[src/rtl/uart_rcv_cfg_if.sv]
// Receiver-side signal bundle: serial input, consumer ack, received word and status.
interface uart_rcv_cfg_if #(
  parameter int unsigned DATA_BITS = 8
);
  logic                 RX;
  logic                 clr_rdy;
  logic                 rdy;
  logic [DATA_BITS-1:0] rx_data;
  logic                 parity_err;
  logic                 frame_err;
  logic                 overrun;

  modport master (
    input  RX, clr_rdy,
    output rdy, rx_data, parity_err, frame_err, overrun
  );

  modport slave (
    output RX, clr_rdy,
    input  rdy, rx_data, parity_err, frame_err, overrun
  );
endinterface

[src/rtl/uart_rcv_cfg.sv]
// Parametrised UART receiver: configurable divisor, width, parity and stop bits,
// with false-start rejection and parity/framing/overrun reporting.
module uart_rcv_cfg #(
  parameter int unsigned CLK_DIV   = 2604,
  parameter int unsigned DATA_BITS = 8,
  parameter int unsigned PARITY    = 0,
  parameter int unsigned STOP_BITS = 1
) (
  input  logic           clk,
  input  logic           rst,
  uart_rcv_cfg_if.master bus
);

  localparam int unsigned BW = $clog2(CLK_DIV);
  localparam int unsigned CW = $clog2(DATA_BITS);

  localparam logic [BW-1:0] BAUD_FULL = BW'(CLK_DIV - 1);
  localparam logic [BW-1:0] BAUD_HALF = BW'(CLK_DIV / 2 - 1);
  localparam logic [CW-1:0] BIT_LAST  = CW'(DATA_BITS - 1);
  localparam logic          STOP_LAST = 1'(STOP_BITS - 1);

  typedef enum logic [2:0] {
    S_IDLE,
    S_START,
    S_DATA,
    S_PARITY,
    S_STOP
  } state_t;

  state_t               state_q, state_d;
  logic                 rx_meta_q, rx_meta_d;
  logic                 rx_s_q, rx_s_d;
  logic [BW-1:0]        baud_q, baud_d;
  logic [CW-1:0]        bit_q, bit_d;
  logic                 stop_q, stop_d;
  logic [DATA_BITS-1:0] sh_q, sh_d;
  logic                 par_bit_q, par_bit_d;
  logic                 ferr_acc_q, ferr_acc_d;
  logic                 idle_low_q, idle_low_d;
  logic                 rdy_q, rdy_d;
  logic [DATA_BITS-1:0] data_q, data_d;
  logic                 perr_q, perr_d;
  logic                 ferr_q, ferr_d;
  logic                 ovr_q, ovr_d;

  logic sample;
  logic par_x;
  logic ferr_now;

  always_comb begin
    state_d    = state_q;
    rx_meta_d  = bus.RX;
    rx_s_d     = rx_meta_q;
    baud_d     = baud_q;
    bit_d      = bit_q;
    stop_d     = stop_q;
    sh_d       = sh_q;
    par_bit_d  = par_bit_q;
    ferr_acc_d = ferr_acc_q;
    idle_low_d = idle_low_q;
    rdy_d      = rdy_q;
    data_d     = data_q;
    perr_d     = perr_q;
    ferr_d     = ferr_q;
    ovr_d      = ovr_q;

    sample   = (state_q != S_IDLE) && (baud_q == '0);
    par_x    = (^sh_q) ^ par_bit_q;
    ferr_now = ferr_acc_q | ~rx_s_q;

    if (state_q != S_IDLE) begin
      baud_d = sample ? BAUD_FULL : baud_q - 1'b1;
    end

    if (bus.clr_rdy) begin
      rdy_d = 1'b0;
      ovr_d = 1'b0;
    end

    case (state_q)
      S_IDLE: begin
        // After a break the line must be seen high before a new start is accepted
        if (idle_low_q) begin
          if (rx_s_q) idle_low_d = 1'b0;
        end else if (!rx_s_q) begin
          baud_d  = BAUD_HALF;
          state_d = S_START;
        end
      end
      S_START: begin
        if (sample) begin
          if (rx_s_q) begin
            state_d = S_IDLE;
          end else begin
            bit_d   = '0;
            state_d = S_DATA;
          end
        end
      end
      S_DATA: begin
        if (sample) begin
          sh_d  = {rx_s_q, sh_q[DATA_BITS-1:1]};
          bit_d = bit_q + 1'b1;
          if (bit_q == BIT_LAST) begin
            stop_d     = 1'b0;
            ferr_acc_d = 1'b0;
            state_d    = (PARITY != 0) ? S_PARITY : S_STOP;
          end
        end
      end
      S_PARITY: begin
        if (sample) begin
          par_bit_d = rx_s_q;
          state_d   = S_STOP;
        end
      end
      S_STOP: begin
        if (sample) begin
          if (stop_q == STOP_LAST) begin
            // Commit overrides a coincident clr_rdy; overrun uses the pre-clear rdy
            rdy_d      = 1'b1;
            ovr_d      = rdy_q | ovr_d;
            data_d     = sh_q;
            ferr_d     = ferr_now;
            perr_d     = (PARITY == 1) ? ~par_x : (PARITY == 2) ? par_x : 1'b0;
            idle_low_d = ~rx_s_q;
            state_d    = S_IDLE;
          end else begin
            stop_d     = stop_q + 1'b1;
            ferr_acc_d = ferr_now;
          end
        end
      end
      default: state_d = S_IDLE;
    endcase
  end

  always_ff @(posedge clk or posedge rst) begin
    if (rst) begin
      state_q    <= S_IDLE;
      rx_meta_q  <= 1'b1;
      rx_s_q     <= 1'b1;
      baud_q     <= '0;
      bit_q      <= '0;
      stop_q     <= 1'b0;
      sh_q       <= '0;
      par_bit_q  <= 1'b0;
      ferr_acc_q <= 1'b0;
      idle_low_q <= 1'b0;
      rdy_q      <= 1'b0;
      data_q     <= '0;
      perr_q     <= 1'b0;
      ferr_q     <= 1'b0;
      ovr_q      <= 1'b0;
    end else begin
      state_q    <= state_d;
      rx_meta_q  <= rx_meta_d;
      rx_s_q     <= rx_s_d;
      baud_q     <= baud_d;
      bit_q      <= bit_d;
      stop_q     <= stop_d;
      sh_q       <= sh_d;
      par_bit_q  <= par_bit_d;
      ferr_acc_q <= ferr_acc_d;
      idle_low_q <= idle_low_d;
      rdy_q      <= rdy_d;
      data_q     <= data_d;
      perr_q     <= perr_d;
      ferr_q     <= ferr_d;
      ovr_q      <= ovr_d;
    end
  end

  assign bus.rdy        = rdy_q;
  assign bus.rx_data    = data_q;
  assign bus.parity_err = perr_q;
  assign bus.frame_err  = ferr_q;
  assign bus.overrun    = ovr_q;

endmodule
[src/flat_wrapper.sv]
// flat-port wrapper written by rule: the top's interface ports become plain ports
module uart_rcv_cfg_flat 
#(
  parameter int unsigned CLK_DIV   = 2604,
  parameter int unsigned DATA_BITS = 8,
  parameter int unsigned PARITY    = 0,
  parameter int unsigned STOP_BITS = 1
)
  (clk, rst, bus_RX, bus_clr_rdy, bus_rdy, bus_rx_data, bus_parity_err, bus_frame_err, bus_overrun);
  uart_rcv_cfg_if #(.DATA_BITS(DATA_BITS)) bus_i ();
  input  logic clk;
  input  logic rst;
  input wire logic [$bits(bus_i.RX)-1:0] bus_RX;
  input wire logic [$bits(bus_i.clr_rdy)-1:0] bus_clr_rdy;
  output wire logic [$bits(bus_i.rdy)-1:0] bus_rdy;
  output wire logic [$bits(bus_i.rx_data)-1:0] bus_rx_data;
  output wire logic [$bits(bus_i.parity_err)-1:0] bus_parity_err;
  output wire logic [$bits(bus_i.frame_err)-1:0] bus_frame_err;
  output wire logic [$bits(bus_i.overrun)-1:0] bus_overrun;
  assign bus_i.RX = bus_RX;
  assign bus_i.clr_rdy = bus_clr_rdy;
  assign bus_rdy = bus_i.rdy;
  assign bus_rx_data = bus_i.rx_data;
  assign bus_parity_err = bus_i.parity_err;
  assign bus_frame_err = bus_i.frame_err;
  assign bus_overrun = bus_i.overrun;
  uart_rcv_cfg #(.CLK_DIV(CLK_DIV), .DATA_BITS(DATA_BITS), .PARITY(PARITY), .STOP_BITS(STOP_BITS)) u_core (.clk(clk), .rst(rst), .bus(bus_i));
endmodule
[config.mk]
export PLATFORM = sky130hd
export DESIGN_NAME = uart_rcv_cfg_flat
export DESIGN_NICKNAME = d
export VERILOG_FILES = /design/src/rtl/uart_rcv_cfg_if.sv /design/src/rtl/uart_rcv_cfg.sv /design/src/flat_wrapper.sv
export SDC_FILE = /design/constraint.sdc
export NUM_CORES = 1
export LEC_CHECK = 0
export ABC_AREA = 1
export BUFFER_PORTS_ARGS = -buffer_cell sky130_fd_sc_hd__buf_2
export CORE_MARGIN = 10
export CORE_UTILIZATION = 59
export CTS_CLUSTER_DIAMETER = 80
export DETAILED_ROUTE_END_ITERATION = 10
export HOLD_SLACK_MARGIN = 0.06
export PLACE_DENSITY = 0.83
export SKIP_CTS_REPAIR_TIMING = 1
export SYNTH_ARGS = -nofsm -noshare
export SYNTH_HDL_FRONTEND = slang
export SYNTH_SLANG_ARGS = --single-unit
export TNS_END_PERCENT = 100
[constraint.sdc]
create_clock -name clk -period 1.65 [get_ports clk]
set_input_delay 0.33 -clock clk [delete_from_list [all_inputs] [get_ports clk]]
set_output_delay 0.33 -clock clk [all_outputs]
set_load 0.02 [all_outputs]
==> flow_metrics.tcl, run 1 <==
set metrics [dict create \
    status "finished, final reports clean" \
    grt-ovfl-total 0 \
    ant_nets 0 \
    grt.total_usage 0.133 \
    cp_max_fo 21 \
    drt_wl_total_um 3790 \
    h-tree-depth 2 \
    design_area_sq_um 2370 \
    tns_ps 0 \
    crit_path_end_kind "flip-flop" \
    crit_type "reg -> reg" \
    drv_slew 0 \
    numPortBuffers 14 \
    internal_power_uw 1280 \
    synth.distinct_cells 37 \
    worstHoldStart "bus_clr_rdy" \
    netSwitchingFraction 0.220 \
    syn_area_sq_um 2120 \
    fp.dieW_um 79.9 \
    numCtsBuffers 5 \
    rows 21 \
    place_area_sq_um 2260 \
    finalSetupViolations 0 \
    crit_chain "inv_1 -> ha_1 -> nand3_2 -> nor2_8 -> nand2_4 -> nand2_1 -> o21ai_1" \
    min_period_ps 1550 \
    cp_slowest_stage_delay_ps 420 \
    die_h_um 79.9 \
    multi_input_area_sq_um 936 \
    vias_per_cell 5.11 \
    io_pins 16 \
    vdd_drop_max_mv 0.549 \
    nFillCells 276 \
    cts.path.max_buffers 2 \
    areaGrowthSynthToFinish_pct 11.8 \
    seq_area_sq_um 1030 \
    clk_pin_slew_worst_paths_ps 120 \
    p_switching_uw 360 \
    synth_warnings 0 \
    synth-edff-count 0 \
    dr.first_iter.drc_count 99 \
    crit_buf_inv 1 \
    drive_gt1_frac 0.274 \
    routabilityCongestion 0.887 \
    nets 266 \
    power_frac_clock 0.359 \
    clock_latency_ps 360 \
    finalCritPeriodShare 0.941 \
    hold_viol_final 0 \
    ys.flop_type "dfrtp_1" \
    p_per_area_nw_per_um2 691 \
    grt_start_max_net_pins 42 \
    cts_tree "built" \
    p_comb_frac 0.023 \
    clkSinkCount 41 \
    core_region_area_sq_um 3420 \
    hp-class "in -> reg" \
    grt_pass1_wl_um 6730 \
    async_flop_share 1.00 \
    drc 0 \
    timing.rr.start "u_core.baud_q[1]" \
    start_util 0.620 \
    postSynthAreaPerCell_sq_um 9.13 \
    rsz0062_at_grt "true" \
    slowest_stage "dfrtp_1" \
    cts_root_buf "clkbuf_4" \
    antenna_found_initial 0 \
    fin_worst_skew_ps 6.49 \
    crit_path_start "u_core.baud_q[1]" \
    first_pass_iters 4 \
    worst_ep_required_time_ps 1900 \
    p_leak_uw 0.00121 \
    dp.final_hpwl_um 2830 \
    wl_per_cell_um 12.4 \
    crit_family "simple AND/OR/NAND/NOR gates" \
    max_freq_mhz 644 \
    diodes 0 \
    dieArea_sq_um 6390 \
    power_frac_seq 0.619 \
    yosysSeqAreaShare 0.486 \
    cp-start-kind "flip-flop" \
    grt_pass1_vias 1484 \
    cap_violations 0 \
    synthCells 232 \
    ys_ff_latch 41 \
    cp.arrival_ps 1800 \
    vias 1560 \
    syn_nets 240 \
]
placed cells by master (no fill, tap or decap), types with 3 or more instances in the layout:
cell      count
nor2_1       15
buf_4         8
nand3_2       5
nand4_1       4
buf_2        14
nand2_1      60
dfrtp_1      39
nor2_2        4
inv_2         3
clkbuf_4      5
o21ai_2      14
o21ai_0       4
ha_1          4
nand3_1      17
o21ai_1       3
inv_1        24
routing by layer:
metal  up-vias  wire, um  global-route usage
li1        800         -                   -
met1       724      1780               0.165
met2        30      1730               0.201
met3         6       225              0.0552
met4         0        55              0.0493
met5         -         0                   0
path summary, 6_finish.rpt:
check                           slack [ps]                     to  depth (start not counted)
worst max register to register         100  u_core.bus.rx_data[6]                          7
max in group asynchronous              840          u_core.rx_s_q                          4
worst min register to register         360          u_core.rx_s_q                          0
worst max-delay path                   100  u_core.bus.rx_data[6]                          7
min in group asynchronous              550         u_core.bus.rdy                          4
worst min-delay path                   150     u_core.bus.overrun                          2
worst register-to-register path, stage by stage (launching register included):
cell and delay, ps:
dfrtp_1 420, inv_1 110, ha_1 200, nand3_2 140
nor2_8 190, nand2_4 200, nand2_1 130, o21ai_1 70
through the flow:
step	setup slack, ps	util	hold slack (ps)	std cells	total power, uW
3_5_place_dp	73.6	0.662	349	295	1070
4_1_cts	40.3	0.684	8.99	303	1650
2_1_floorplan	212	-	334	232	1050
3_3_place_gp	127	0.662	347	295	1070
6_report	96.7	0.693	153	305	1640
5_1_grt	-24.0	0.693	143	305	1700
final cells by class:
cell class	count	share of cell area
repair buffers	25	0.0719
inverters	27	0.0428
well taps	46	0.0243
flip-flops and latches	41	0.434
multi-input cells	158	0.395
clock inverters	1	0.00370
clock buffers	7	0.0275
logic make-up after synthesis:
kind of cell | share of synthesized area
buf+inv | 0.0780
other cells | 0.00177
flops | 0.486
xor+xnor | 0.0124
simple gates | 0.290
compound gates | 0.109
fa+ha+maj | 0.0236
Yosys cell counts, drive strengths merged, types with 2 or more instances:
cell type,instances,area (sq um)
dfrtp,39,976
xor2,2,17.5
dfstp,2,52.6
o21ai,21,158
o211ai,2,15.0
a21oi,2,10.0
inv,27,101
nor3,2,26.3
nor2,22,121
buf,6,63.8
nand3,22,135
nand4,4,25.0
nand2,64,260
nand3b,2,15.0
or2,2,12.5
ha,4,50.1
sequential cells by signal, summed over array words and instances, names as in the netlist:
signal	count
u_core.idle_low_q	1
u_core.bus.rdy	1
u_core.rx_meta_q	1
u_core.rx_s_q	1
u_core.bus.rx_data	8
u_core.bus.frame_err	1
u_core.baud_q	12
u_core.sh_q	8
u_core.bit_q	3
u_core.bus.overrun	1
u_core.state_q	3
u_core.ferr_acc_q	1
power groups by stage:
stage	logic (uW)	registers (uW)	clock network, uW
detailed placement	35.8	1030	0
floorplan	21.7	1030	0
global route	43.4	1010	649
finish	37.3	1010	587
global placement	35.6	1030	0
CTS	35.8	1010	603
No activity file was read; power rests on OpenSTA's default activity.
==> inputs of run 2 (changes only) <==
--- a/config.mk
+++ b/config.mk
@@ -8,11 +8,11 @@
 export ABC_AREA = 1
 export BUFFER_PORTS_ARGS = -buffer_cell sky130_fd_sc_hd__buf_2
 export CORE_MARGIN = 10
-export CORE_UTILIZATION = 59
-export CTS_CLUSTER_DIAMETER = 80
+export CORE_UTILIZATION = 64
+export CTS_CLUSTER_DIAMETER = 120
 export DETAILED_ROUTE_END_ITERATION = 10
 export HOLD_SLACK_MARGIN = 0.06
-export PLACE_DENSITY = 0.83
+export PLACE_DENSITY = 0.89
 export SKIP_CTS_REPAIR_TIMING = 1
 export SYNTH_ARGS = -nofsm -noshare
 export SYNTH_HDL_FRONTEND = slang
==> constraint.sdc (replaced) <==
create_clock -name clk -period 1.8 [get_ports clk]
set_input_delay 0.36 -clock clk [delete_from_list [all_inputs] [get_ports clk]]
set_output_delay 0.36 -clock clk [all_outputs]
set_load 0.02 [all_outputs]
==> flow_metrics.tcl, run 2 (synthesized netlist as in run 1, its figures left out) <==
set metrics [dict create \
    start_util 0.683 \
    vdd_drop_max_mv 0.546 \
    finalCritPeriodShare 0.916 \
    grt_start_max_net_pins 42 \
    drv_slew 0 \
    first_pass_iters 4 \
    io_pins 16 \
    clkSinkCount 41 \
    drive_gt1_frac 0.258 \
    final_common_cell "nand2_1" \
    cts_tree "built" \
    rows 20 \
    layout_setup_ws_ps 152 \
    max_freq_mhz 607 \
    tns_ps 0 \
    routabilityCongestion 0.888 \
    crit_type "reg -> reg" \
    crit_path_start "u_core.baud_q[0]" \
    crit_chain "inv_1 -> ha_1 -> nand3_2 -> nor2_8 -> nand2_4 -> or2_0 -> nand2_1" \
    cts.path.max_buffers 2 \
    min_period_ps 1650 \
    clock_latency_ps 360 \
    diodes 0 \
    preCtsSetupSlack_ps 161 \
    finalSetupViolations 0 \
    grt.total_usage 0.134 \
    dieArea_sq_um 6010 \
    areaGrowthSynthToFinish_pct 6.91 \
    slowest_stage "dfrtp_1" \
    cp.arrival_ps 1950 \
    clk_pin_slew_worst_paths_ps 120 \
    cp-start-kind "flip-flop" \
    dr.first_iter.drc_count 133 \
    h-tree-depth 2 \
    largest_register_ffs 12 \
    fin_worst_skew_ps 10.9 \
    cp_slowest_stage_delay_ps 410 \
    drt_wl_total_um 3800 \
    nets 259 \
    top_register "u_core.baud_q" \
    grt_pass1_vias 1472 \
    status "finished, final reports clean" \
    cp_max_fo 21 \
    p_per_area_nw_per_um2 616 \
    drc 0 \
    timing.rr.start "u_core.baud_q[0]" \
    mostFrequentLayoutCells "nand2_1 (60), dfrtp_1 (39), inv_1 (24), nand3_1 (17), nor2_1 (16)" \
    hp-class "in -> reg" \
    die_h_um 77.5 \
    maxSlewHeadroom 0.665 \
    nFillCells 237 \
    grt_pass1_wl_um 6630 \
    worst_pin_slew_ps 502 \
    wl_per_cell_um 12.8 \
    numCtsBuffers 5 \
    multi_input_area_sq_um 925 \
    hold_viol_final 0 \
    vias 1531 \
    fp.dieW_um 77.5 \
    crit_path_end_kind "flip-flop" \
    antenna_found_initial 0 \
    rsz0062_at_grt "false" \
    worstHoldStart "bus_RX" \
    p_leak_uw 0.00118 \
    cts_root_buf "clkbuf_4" \
    numPortBuffers 14 \
    worst_ep_required_time_ps 2110 \
    grt-ovfl-total 0 \
    seq_area_sq_um 1030 \
    vias_per_cell 5.17 \
    ant_nets 0 \
    dp.final_hpwl_um 2880 \
    cap_violations 0 \
    core_region_area_sq_um 3100 \
]
run 2: cell types whose count changed in the layout (fill, tap and decap cells not counted), sizes merged:
cell,previous run,this run
buf,23,18
dlygate4sd3,2,0
inv,28,27
clkinv,0,2
clkinvlp,0,1
clkbuf,7,5
run 2: power by group:
part	switching [uW]	internal (uW)	total (uW)
clock network	293	147	441
logic	23.0	4.78	27.7
registers	2.41	925	927
run 2: critical path, delay by kind of cell (launching register included):
kind / cells / cell delay [ps]
buffers and inverters: 1 / 140
and+or+nand+nor: 5 / 830
adders and majority gates: 1 / 230
DFF: 1 / 410
run 2: final cells by class:
type | instances | area share
Clock inverter | 3 | 0.00773
Clock buffer | 5 | 0.0166
Sequential cell | 41 | 0.454
Timing Repair Buffer | 18 | 0.0442
Multi-Input combinational cell | 158 | 0.408
Tap cell | 44 | 0.0243
Inverter | 27 | 0.0448
run 2: worst paths after layout:
kind | endpoint | depth (start not counted) | slack [ps]
worst max-delay path | u_core.bit_q[0] | 7 | 150
min in group asynchronous | u_core.state_q[0] | 3 | 100
worst min register to register | u_core.rx_s_q | 0 | 370
worst max register to register | u_core.bit_q[0] | 7 | 150
worst min-delay path | u_core.rx_meta_q | 1 | 90
max in group asynchronous | u_core.rx_meta_q | 3 | 1320
run 2: routing by layer:
layer | GRT usage | share of wire
met3 | 0.0449 | 0.046
met1 | 0.165 | 0.47
met4 | 0.0566 | 0.017
met2 | 0.211 | 0.47
met5 | 0 | 0
run 2: per-stage QoR:
step / std cells / hold slack, ps / utilization / total power (uW) / instance area [sq um]
global route: 296 / 66.2 / 0.730 / 1460 / 2260
detailed placement: 288 / 349 / 0.712 / 974 / 2210
CTS: 296 / 80.3 / 0.730 / 1410 / 2260
global placement: 288 / 347 / 0.712 / 974 / 2210
finish: 296 / 92.0 / 0.730 / 1400 / 2260
floorplan: 232 / 345 / - / 964 / 2120
